## config.mk

```make
export PLATFORM = sky130hd
export DESIGN_NAME = door_game_ctrl
export DESIGN_NICKNAME = d
export VERILOG_FILES = /design/src/rtl/door_game_ctrl.sv
export SDC_FILE = /design/constraint.sdc
export NUM_CORES = 1
export LEC_CHECK = 0
export BUFFER_PORTS_ARGS = -buffer_cell sky130_fd_sc_hd__buf_2
export CAP_MARGIN = 15
export CORE_MARGIN = 2
export CORE_UTILIZATION = 30
export CTS_CLUSTER_DIAMETER = 200
export DETAILED_ROUTE_END_ITERATION = 8
export PLACE_DENSITY = 0.43
export SLEW_MARGIN = 20
export SYNTH_ARGS = -nofsm -noshare
export SYNTH_HDL_FRONTEND = slang
export SYNTH_SLANG_ARGS = --single-unit
```

## constraint.sdc

```tcl
create_clock -name clk -period 3.65 [get_ports clk]
set_clock_uncertainty 0.1 [all_clocks]
set_input_delay 0.5475 -clock clk [delete_from_list [all_inputs] [get_ports clk]]
set_output_delay 0.5475 -clock clk [all_outputs]
set_load 0.005 [all_outputs]
```

## src/rtl/door_game_ctrl.sv

```systemverilog
// Game-round controller for the door game: round timer, LFSR door pick, lives and winner.
// Optional feature: define DOOR_GAME_SPEEDUP_EN to shorten each round by one tick down to MIN_SECS.
//
//  state     | meaning
//  ----------+--------------------------------------------------
//  IDLE      | waiting for the first start pulse
//  ROUND     | timer running, collecting one choice per player
//  REVEAL    | time_up shown; lives already charged
//  GAME_OVER | winner shown; start begins a new game
module door_game_ctrl #(
    parameter int          N_PLAYERS   = 2,
    parameter int          N_DOORS     = 4,
    parameter int          LIVES_INIT  = 3,
    parameter int          TICK_DIV    = 25000000,
    parameter int          ROUND_SECS  = 10,
    parameter int          REVEAL_SECS = 2,
    parameter int          MIN_SECS    = 3,
    parameter logic [15:0] LFSR_SEED   = 16'hACE1,
    localparam int         DW          = $clog2(N_DOORS),
    localparam int         LW          = $clog2(LIVES_INIT + 1),
    localparam int         SW          = 6
) (
    input  logic                    clk,
    input  logic                    reset,
    input  logic                    start,
    input  logic [N_PLAYERS-1:0]    choice_valid,
    input  logic [N_PLAYERS*DW-1:0] choice_door,
    output logic [DW-1:0]           correct_door,
    output logic [N_PLAYERS*LW-1:0] lives,
    output logic [SW-1:0]           seconds_left,
    output logic                    time_up,
    output logic                    round_active,
    output logic                    game_over,
    output logic [N_PLAYERS-1:0]    winner,
    output logic [7:0]              round_num
);

    localparam int PW        = $clog2(TICK_DIV + 1);
    localparam int ALIVE_MAX = (N_PLAYERS > 1) ? 1 : 0;

    typedef enum logic [1:0] {IDLE, ROUND, REVEAL, GAME_OVER} state_t;

    state_t                  state, state_nxt;
    logic [15:0]             lfsr;
    logic [PW-1:0]           prescaler;
    logic [5:0]              reveal_cnt;
    logic [N_PLAYERS-1:0]    lock;
    logic [N_PLAYERS*DW-1:0] pick;
    logic [N_PLAYERS-1:0]    alive;
    logic [2:0]              alive_cnt;
    logic                    tick, expire, all_locked, last_reveal;
    logic                    enter_round, enter_reveal, enter_over, restart;
    logic [SW-1:0]           round_len;

    assign tick        = (prescaler == PW'(TICK_DIV - 1));
    assign expire      = (state == ROUND) && tick && (seconds_left == SW'(1));
    assign all_locked  = &(lock | ~alive);
    assign last_reveal = tick && (reveal_cnt == 6'd1);

    always_comb begin
        alive     = '0;
        alive_cnt = '0;
        for (int p = 0; p < N_PLAYERS; p++) begin
            alive[p]  = (lives[p*LW +: LW] != '0);
            alive_cnt = alive_cnt + 3'(alive[p]);
        end
    end

`ifdef DOOR_GAME_SPEEDUP_EN
    logic [9:0] rn_ext;
    // rn_ext is the number of rounds already played, i.e. the new round_num minus one
    assign rn_ext    = restart ? 10'd0 : {2'b00, round_num};
    assign round_len = (rn_ext + 10'(MIN_SECS) >= 10'(ROUND_SECS)) ? SW'(MIN_SECS)
                                                                   : SW'(10'(ROUND_SECS) - rn_ext);
`else
    assign round_len = SW'(ROUND_SECS);
`endif

    always_ff @(posedge clk) begin
        if (reset) state <= IDLE;
        else       state <= state_nxt;
    end

    always_comb begin
        state_nxt    = state;
        enter_round  = 1'b0;
        enter_reveal = 1'b0;
        enter_over   = 1'b0;
        restart      = 1'b0;
        case (state)
            IDLE: if (start) begin
                enter_round = 1'b1;
                state_nxt   = ROUND;
            end
            ROUND: if (expire || all_locked) begin
                enter_reveal = 1'b1;
                state_nxt    = REVEAL;
            end
            REVEAL: if (last_reveal) begin
                if (alive_cnt <= 3'(ALIVE_MAX)) begin
                    enter_over = 1'b1;
                    state_nxt  = GAME_OVER;
                end else begin
                    enter_round = 1'b1;
                    state_nxt   = ROUND;
                end
            end
            GAME_OVER: if (start) begin
                restart     = 1'b1;
                enter_round = 1'b1;
                state_nxt   = ROUND;
            end
            default: state_nxt = IDLE;
        endcase
    end

    always_ff @(posedge clk) begin
        if (reset) begin
            lfsr         <= LFSR_SEED;
            prescaler    <= '0;
            reveal_cnt   <= '0;
            lock         <= '0;
            pick         <= '0;
            correct_door <= '0;
            lives        <= {N_PLAYERS{LW'(LIVES_INIT)}};
            seconds_left <= SW'(ROUND_SECS);
            time_up      <= 1'b0;
            round_active <= 1'b0;
            game_over    <= 1'b0;
            winner       <= '0;
            round_num    <= 8'd0;
        end else begin
            lfsr <= {lfsr[14:0], lfsr[15] ^ lfsr[13] ^ lfsr[12] ^ lfsr[10]};

            if (state == ROUND || state == REVEAL)
                prescaler <= tick ? '0 : prescaler + PW'(1);

            if (state == ROUND && tick)
                seconds_left <= seconds_left - SW'(1);

            if (state == REVEAL && tick)
                reveal_cnt <= reveal_cnt - 6'd1;

            // A pulse arriving on the expiring tick is too late to count.
            if (state == ROUND && !expire) begin
                for (int p = 0; p < N_PLAYERS; p++) begin
                    if (choice_valid[p] && alive[p] && !lock[p]) begin
                        lock[p]            <= 1'b1;
                        pick[p*DW +: DW]   <= choice_door[p*DW +: DW];
                    end
                end
            end

            if (enter_reveal) begin
                prescaler    <= '0;
                reveal_cnt   <= 6'(REVEAL_SECS);
                time_up      <= 1'b1;
                round_active <= 1'b0;
                for (int p = 0; p < N_PLAYERS; p++) begin
                    if (alive[p] && (!lock[p] || pick[p*DW +: DW] != correct_door))
                        lives[p*LW +: LW] <= lives[p*LW +: LW] - LW'(1);
                end
            end

            if (enter_over) begin
                time_up   <= 1'b0;
                game_over <= 1'b1;
                winner    <= alive;
            end

            if (enter_round) begin
                prescaler    <= '0;
                lock         <= '0;
                correct_door <= lfsr[DW-1:0];
                seconds_left <= round_len;
                time_up      <= 1'b0;
                round_active <= 1'b1;
                game_over    <= 1'b0;
                winner       <= '0;
                if (restart) begin
                    lives     <= {N_PLAYERS{LW'(LIVES_INIT)}};
                    round_num <= 8'd1;
                end else if (round_num != 8'hFF) begin
                    round_num <= round_num + 8'd1;
                end
            end
        end
    end

endmodule

```

==> results of run 1 <==
final cells by class:
class	count	area, sq um	area share, %
Multi-Input combinational cell	310	2060	46.0
Sequential cell	80	1600	35.8
Clock buffer	11	243	5.42
Tap cell	172	215	4.81
Timing Repair Buffer	36	188	4.19
Clock inverter	5	88.8	1.98
Inverter	22	82.6	1.84
state kept, by name, indices dropped and copies added (netlist names), 2 cells and up:
register	cells
prescaler	25
lfsr	16
round_num	8
reveal_cnt	6
seconds_left	6
lives	4
pick	4
correct_door	2
lock	2
state	2
winner	2
Yosys cell counts (all sizes together) (12+ instances only):
cell	instances
a21oi	12
clkbuf	14
dfxtp	80
inv	22
nand2	23
nand2b	15
nand3	23
nor2	20
nor2b	12
nor3	40
o21ai	13
xnor2	28
kinds of logic (layout without fill, tap and decap cells):
family / after synthesis / count (layout) / share of synthesized area (%)
multiplexers: 8 / 8 / 2.10
flip-flops: 80 / 80 / 41.9
buffers and inverters: 41 / 74 / 4.29
adder cells (fa/ha/maj): 11 / 11 / 3.60
XOR/XNOR: 39 / 39 / 8.95
AND/OR/NAND/NOR: 196 / 196 / 28.8
AO/OA/AOI/OAI: 56 / 56 / 10.3
routing by layer:
layer / vias up / track usage [%] / share of wire (%)
met5: - / 0 / 0
met3: 11 / 4.12 / 3.7
li1: 1580 / - / -
met1: 1457 / 17.2 / 48
met2: 35 / 22.2 / 46
met4: 0 / 4.47 / 1.4
where the power goes:
| group | total (mW) | internal, mW | switching (mW) |
|---|---|---|---|
| combinational | 0.474 | 0.174 | 0.300 |
| sequential | 0.982 | 0.933 | 0.0491 |
| clock | 1.01 | 0.625 | 0.381 |
| total | 2.46 | 1.73 | 0.730 |
worst max-delay path: cells and delay by family, from the launching register on:
family / cells / cell delay [ps]
and+or+nand+nor: 3 / 1510
AOI/OAI and AO/OA: 2 / 810
DFF: 1 / 330
worst paths after layout:
| kind | from | end | slack, ps | cells after the start |
|---|---|---|---|---|
| min reg2reg | lfsr[14] | lfsr[15] | 310 | 1 |
| max | prescaler[8] | round_active | 740 | 5 |
| max reg2reg | prescaler[8] | round_active | 740 | 5 |
| min | lfsr[14] | lfsr[15] | 310 | 1 |
stage by stage:
stage / cells / util [%] / worst slack, ps
after floorplan: 431 / - / 1240
after global placement: 620 / 33.1 / 788
after detailed placement: 620 / 33.1 / 724
after CTS: 636 / 35.8 / 729
after global routing: 636 / 35.8 / 620
final: 636 / 35.8 / 742
==> results.cfg, run 1 <==
[status]
status = complete, no violations

[sta]
max_freq_mhz = 344
hold_violations = 0
setup_viol = 0
fin_hold_ws_ps = 311
finalSetupTns_ps = 0
slew_headroom_pct = 52.8
fin_crit_ps = 2910
slew_viol_final = 0
fin_crit_sh_pct = 79.7
worstMarginPinSlew_ps = 702
rsz0062_at_grt = no

[drt]
wirelength_microns = 8880
antenna_left = 0
vias_per_cell = 4.85
wire_per_inst_microns = 14.0
drtIter0Drc = 153
first_pass_iters = 4
vias = 3083
post-route-drc-count = 0

[synthesis]
yosysWarnings = 0
synth_cell_types = 50
syn_inst = 431
synth_area_leaders = dfxtp_1 42%, xnor2_1 6.4%, nor3_1 5.1%
synth_fp_nets = 451
ys_ff_latch = 80
synthArstFlopShare_pct = 0
synth_ff_type = dfxtp_1
ys_seq_area_share_pct = 41.9
synth-edff-count = 0
yosys.area.top_type = dfxtp_1
synth_area_per_cell_sq_um = 8.86
synth_area_sq_mm = 0.00382
synth.top_cell.area_share_pct = 41.9

[critical_path]
cp_data_arrival_time_ps = 3000
cp-end-kind = flop
crit_path_start_kind = flop
crit_chain = or4b_1, or4_4, nor4_4, o31a_2, o22ai_1
worstPathRequired_ps = 3740
cpMaxStageDelayCell = o31a_2
crit_type = reg -> reg
crit_fanout = 31
critPathMaxStageDelay_ps = 630

[place]
port_buffers = 33
place.detailed.hpwl_microns = 6010
gp_congestion = 0.747
placed_area_sq_mm = 0.00415

[cts]
cts_buffers = 9
clk_path_buf_depth = 2
cts_sinks = 80
cts_resized = 0
clkLatencyLatePin_ps = 340
h-tree-depth = 3
clkTransAtPathRegs_ps = 60
cts_tree = built
cts_hold_buf = 0
postCtsSetupBuffers = 0
cts-root-buf = clkbuf_16

[finish]
finalInstanceArea_sq_mm = 0.00448
final_cell_mix = 80 x dfxtp_1, 39 x nor3_1, 33 x buf_2
drive_above_1_share_pct = 14.9
fin_nets = 479
synthToLayoutAreaGrowth_pct = 17.3
final_common_cell = dfxtp_1
diodes = 0
fillers = 1342

[power_and_ir_drop]
power_density_mw_per_mm2 = 550
ir_drop_v = 0.000234
total_power_mw = 2.46
p_leak_nw = 1.66

[floorplanning]
die_x_microns = 117
rows = 41
die_y_microns = 117
dieArea_sq_mm = 0.0136
core_sq_mm = 0.0125
ios = 34
initial_core_util_pct = 30.5

[min_path]
worst_hold_path_type = reg -> reg

[grt]
grt_pass1_wl_microns = 14400
grt_start_max_net_pins = 38
grt_pass1_vias = 2876
grtUsageTotal_pct = 13.6
antenna_found_initial = 0
overflow = 0

[run]
cap_violations = 0
No activity file was read; power rests on OpenSTA's default activity.
==> inputs of run 2 (changes only) <==
ABC_AREA = 1   (was not set)
clock period = 2.89 ns   (was 3.65 ns; I/O delays follow)
==> results.cfg, run 2 <==
[sta]
hold_violations = 0
finalSetupTns_ps = 0
fin_crit_sh_pct = 86.5
worstMarginPinSlew_ps = 505
rsz0062_at_grt = no
max_freq_mhz = 400
slew_headroom_pct = 66.3
fin_crit_ps = 2500
slew_viol_final = 0
fin_hold_ws_ps = 209
setup_viol = 0

[finish]
drive_above_1_share_pct = 12.9
fin_nets = 622
largest_register = prescaler
diodes = 0
fillers = 1445
largest_reg_flops = 25
final_cell_mix = 120 x nand2_1, 85 x inv_1, 85 x nor2_1
regArea_sq_mm = 0.00160
top_regs = prescaler x25, lfsr x16, round_num x8
final_common_cell = nand2_1
multiInputGateArea_sq_mm = 0.00203
synthToLayoutAreaGrowth_pct = 15.4

[min_path]
whs_path_depth = 3
worst_hold_startpoint = choice_door[1]
worst_hold_path_type = in -> reg

[cts]
clkLatencyLatePin_ps = 350
postCtsSetupBuffers = 0
clkTransAtPathRegs_ps = 60
cts_tree = built
cts_buffers = 9
h-tree-depth = 3
clk_path_buf_depth = 2
cts-root-buf = clkbuf_16
cts_hold_buf = 0
cts_sinks = 80
cts_resized = 0

[drt]
vias = 3495
vias_per_cell = 4.46
first_pass_iters = 4
post-route-drc-count = 0
antenna_left = 0
wirelength_microns = 9370
drtIter0Drc = 208
wire_per_inst_microns = 12.0

[synthesis]
synth_most_common_cell = nand2_1
yosys.area.top_type = dfxtp_1
ys_seq_area_share_pct = 40.0
synth_fp_nets = 585
synth_area_per_cell_sq_um = 7.10
synth_area_leaders = dfxtp_1 40%, nand2_1 11%, inv_1 8.0%
ys_ff_latch = 80
yosysWarnings = 0
synth_cell_types = 35
synthTopCellsByCount = 120 x nand2_1, 85 x inv_1, 85 x nor2_1, 80 x dfxtp_1, 30 x a21oi_1
synth.top_cell.area_share_pct = 40.0
synth-edff-count = 0
synth_area_sq_mm = 0.00401
synthArstFlopShare_pct = 0
synth_ff_type = dfxtp_1
syn_inst = 565

[status]
status = complete, no violations

[power_and_ir_drop]
total_power_mw = 2.98
power_density_mw_per_mm2 = 645
ir_drop_v = 0.000343
p_leak_nw = 2.01

[run]
cap_violations = 0

[critical_path]
startpoint = state[0]
ff2ff_path_depth = 11
cpMaxStageDelayCell = ha_1
crit_path_start_kind = flop
cp-end-kind = flop
r2r_start = state[0]
crit_fanout = 11
worstPathRequired_ps = 3030
cp_data_arrival_time_ps = 2640
critPathMaxStageDelay_ps = 390
crit_type = reg -> reg
crit_path_frequent_cell = nor2_1
crit_chain = inv_1, ha_1, inv_1, nand2_1, nor2_1, nand2_1, nor2_1, nand3_1, nor2_1, xor2_1, nor2_1

[place]
place.detailed.hpwl_microns = 7030
gp_congestion = 0.813
port_buffers = 33

[grt]
overflow = 0
grt_pass1_wl_microns = 15900
grtUsageTotal_pct = 14.0
antenna_found_initial = 0
grt_start_max_net_pins = 30
grt_pass1_vias = 3394

[floorplanning]
rows = 42
core_sq_mm = 0.0131
initial_core_util_pct = 30.5
dieArea_sq_mm = 0.0143
die_y_microns = 120
die_x_microns = 120
ios = 34
[run 2: cell count changes in the layout (fill, tap and decap cells not counted), sizes merged, moves of 18 or more]
cell | previous run | this run
inv | 23 | 86
a21oi | 12 | 30
nor2 | 20 | 93
xnor2 | 28 | 7
nand2 | 23 | 125
nor3 | 40 | 11
[run 2: where the power goes]
part | total (mW) | internal (mW) | leakage, nW | switching (mW)
sequential | 1.26 | 1.19 | 0.651 | 0.0692
combinational | 0.665 | 0.210 | 1.23 | 0.456
clock | 1.06 | 0.584 | 0.129 | 0.477
[run 2: layout make-up]
| cell class | instances | area share, % |
|---|---|---|
| inverter | 87 | 7.06 |
| tap | 176 | 4.76 |
| timing repair buffer | 34 | 3.73 |
| multi-input combinational | 390 | 43.9 |
| clock buffer | 10 | 4.95 |
| clock inverter | 6 | 1.00 |
| sequential | 80 | 34.6 |
[run 2: metal layers]
metal | part of all wire (%) | global-route usage (%) | wire length [microns]
met5 | 0 | 0 | 0
met3 | 2.8 | 4.04 | 263
met2 | 48 | 23.7 | 4480
met4 | 1.5 | 5.22 | 144
met1 | 48 | 16.9 | 4480
[run 2: worst paths after layout]
path              slack, ps             to
setup / recovery        390  prescaler[20]
hold / removal          210        pick[1]
setup reg to reg        390  prescaler[20]
hold reg to reg         300        lfsr[9]
[run 2: per-stage QoR]
stage / instances / util [%] / instance area, sq um / worst slack, ps
finish: 783 / 35.2 / 4630 / 390
global placement: 767 / 33.1 / 4350 / 511
global route: 783 / 35.2 / 4630 / 68.4
CTS: 783 / 35.2 / 4630 / 387
floorplan: 565 / - / 4010 / 977
detailed placement: 767 / 33.1 / 4350 / 397
[run 2: critical path: cells and delay by family, from the launching register on]
kind / cells / cell delay, ps
AND/OR/NAND/NOR: 7 / 980
adder cells (fa/ha/maj): 1 / 390
flip-flops: 1 / 380
buffers and inverters: 2 / 370
XOR/XNOR: 1 / 160
[run 2: kinds of logic after synthesis]
family,after synthesis,share of synthesized area (%)
AOI/OAI and AO/OA,54,6.99
and+or+nand+nor,296,33.9
xor gates and xnor gates,29,6.34
adders and majority gates,11,3.43
buffers and inverters,95,9.43
DFF,80,40.0
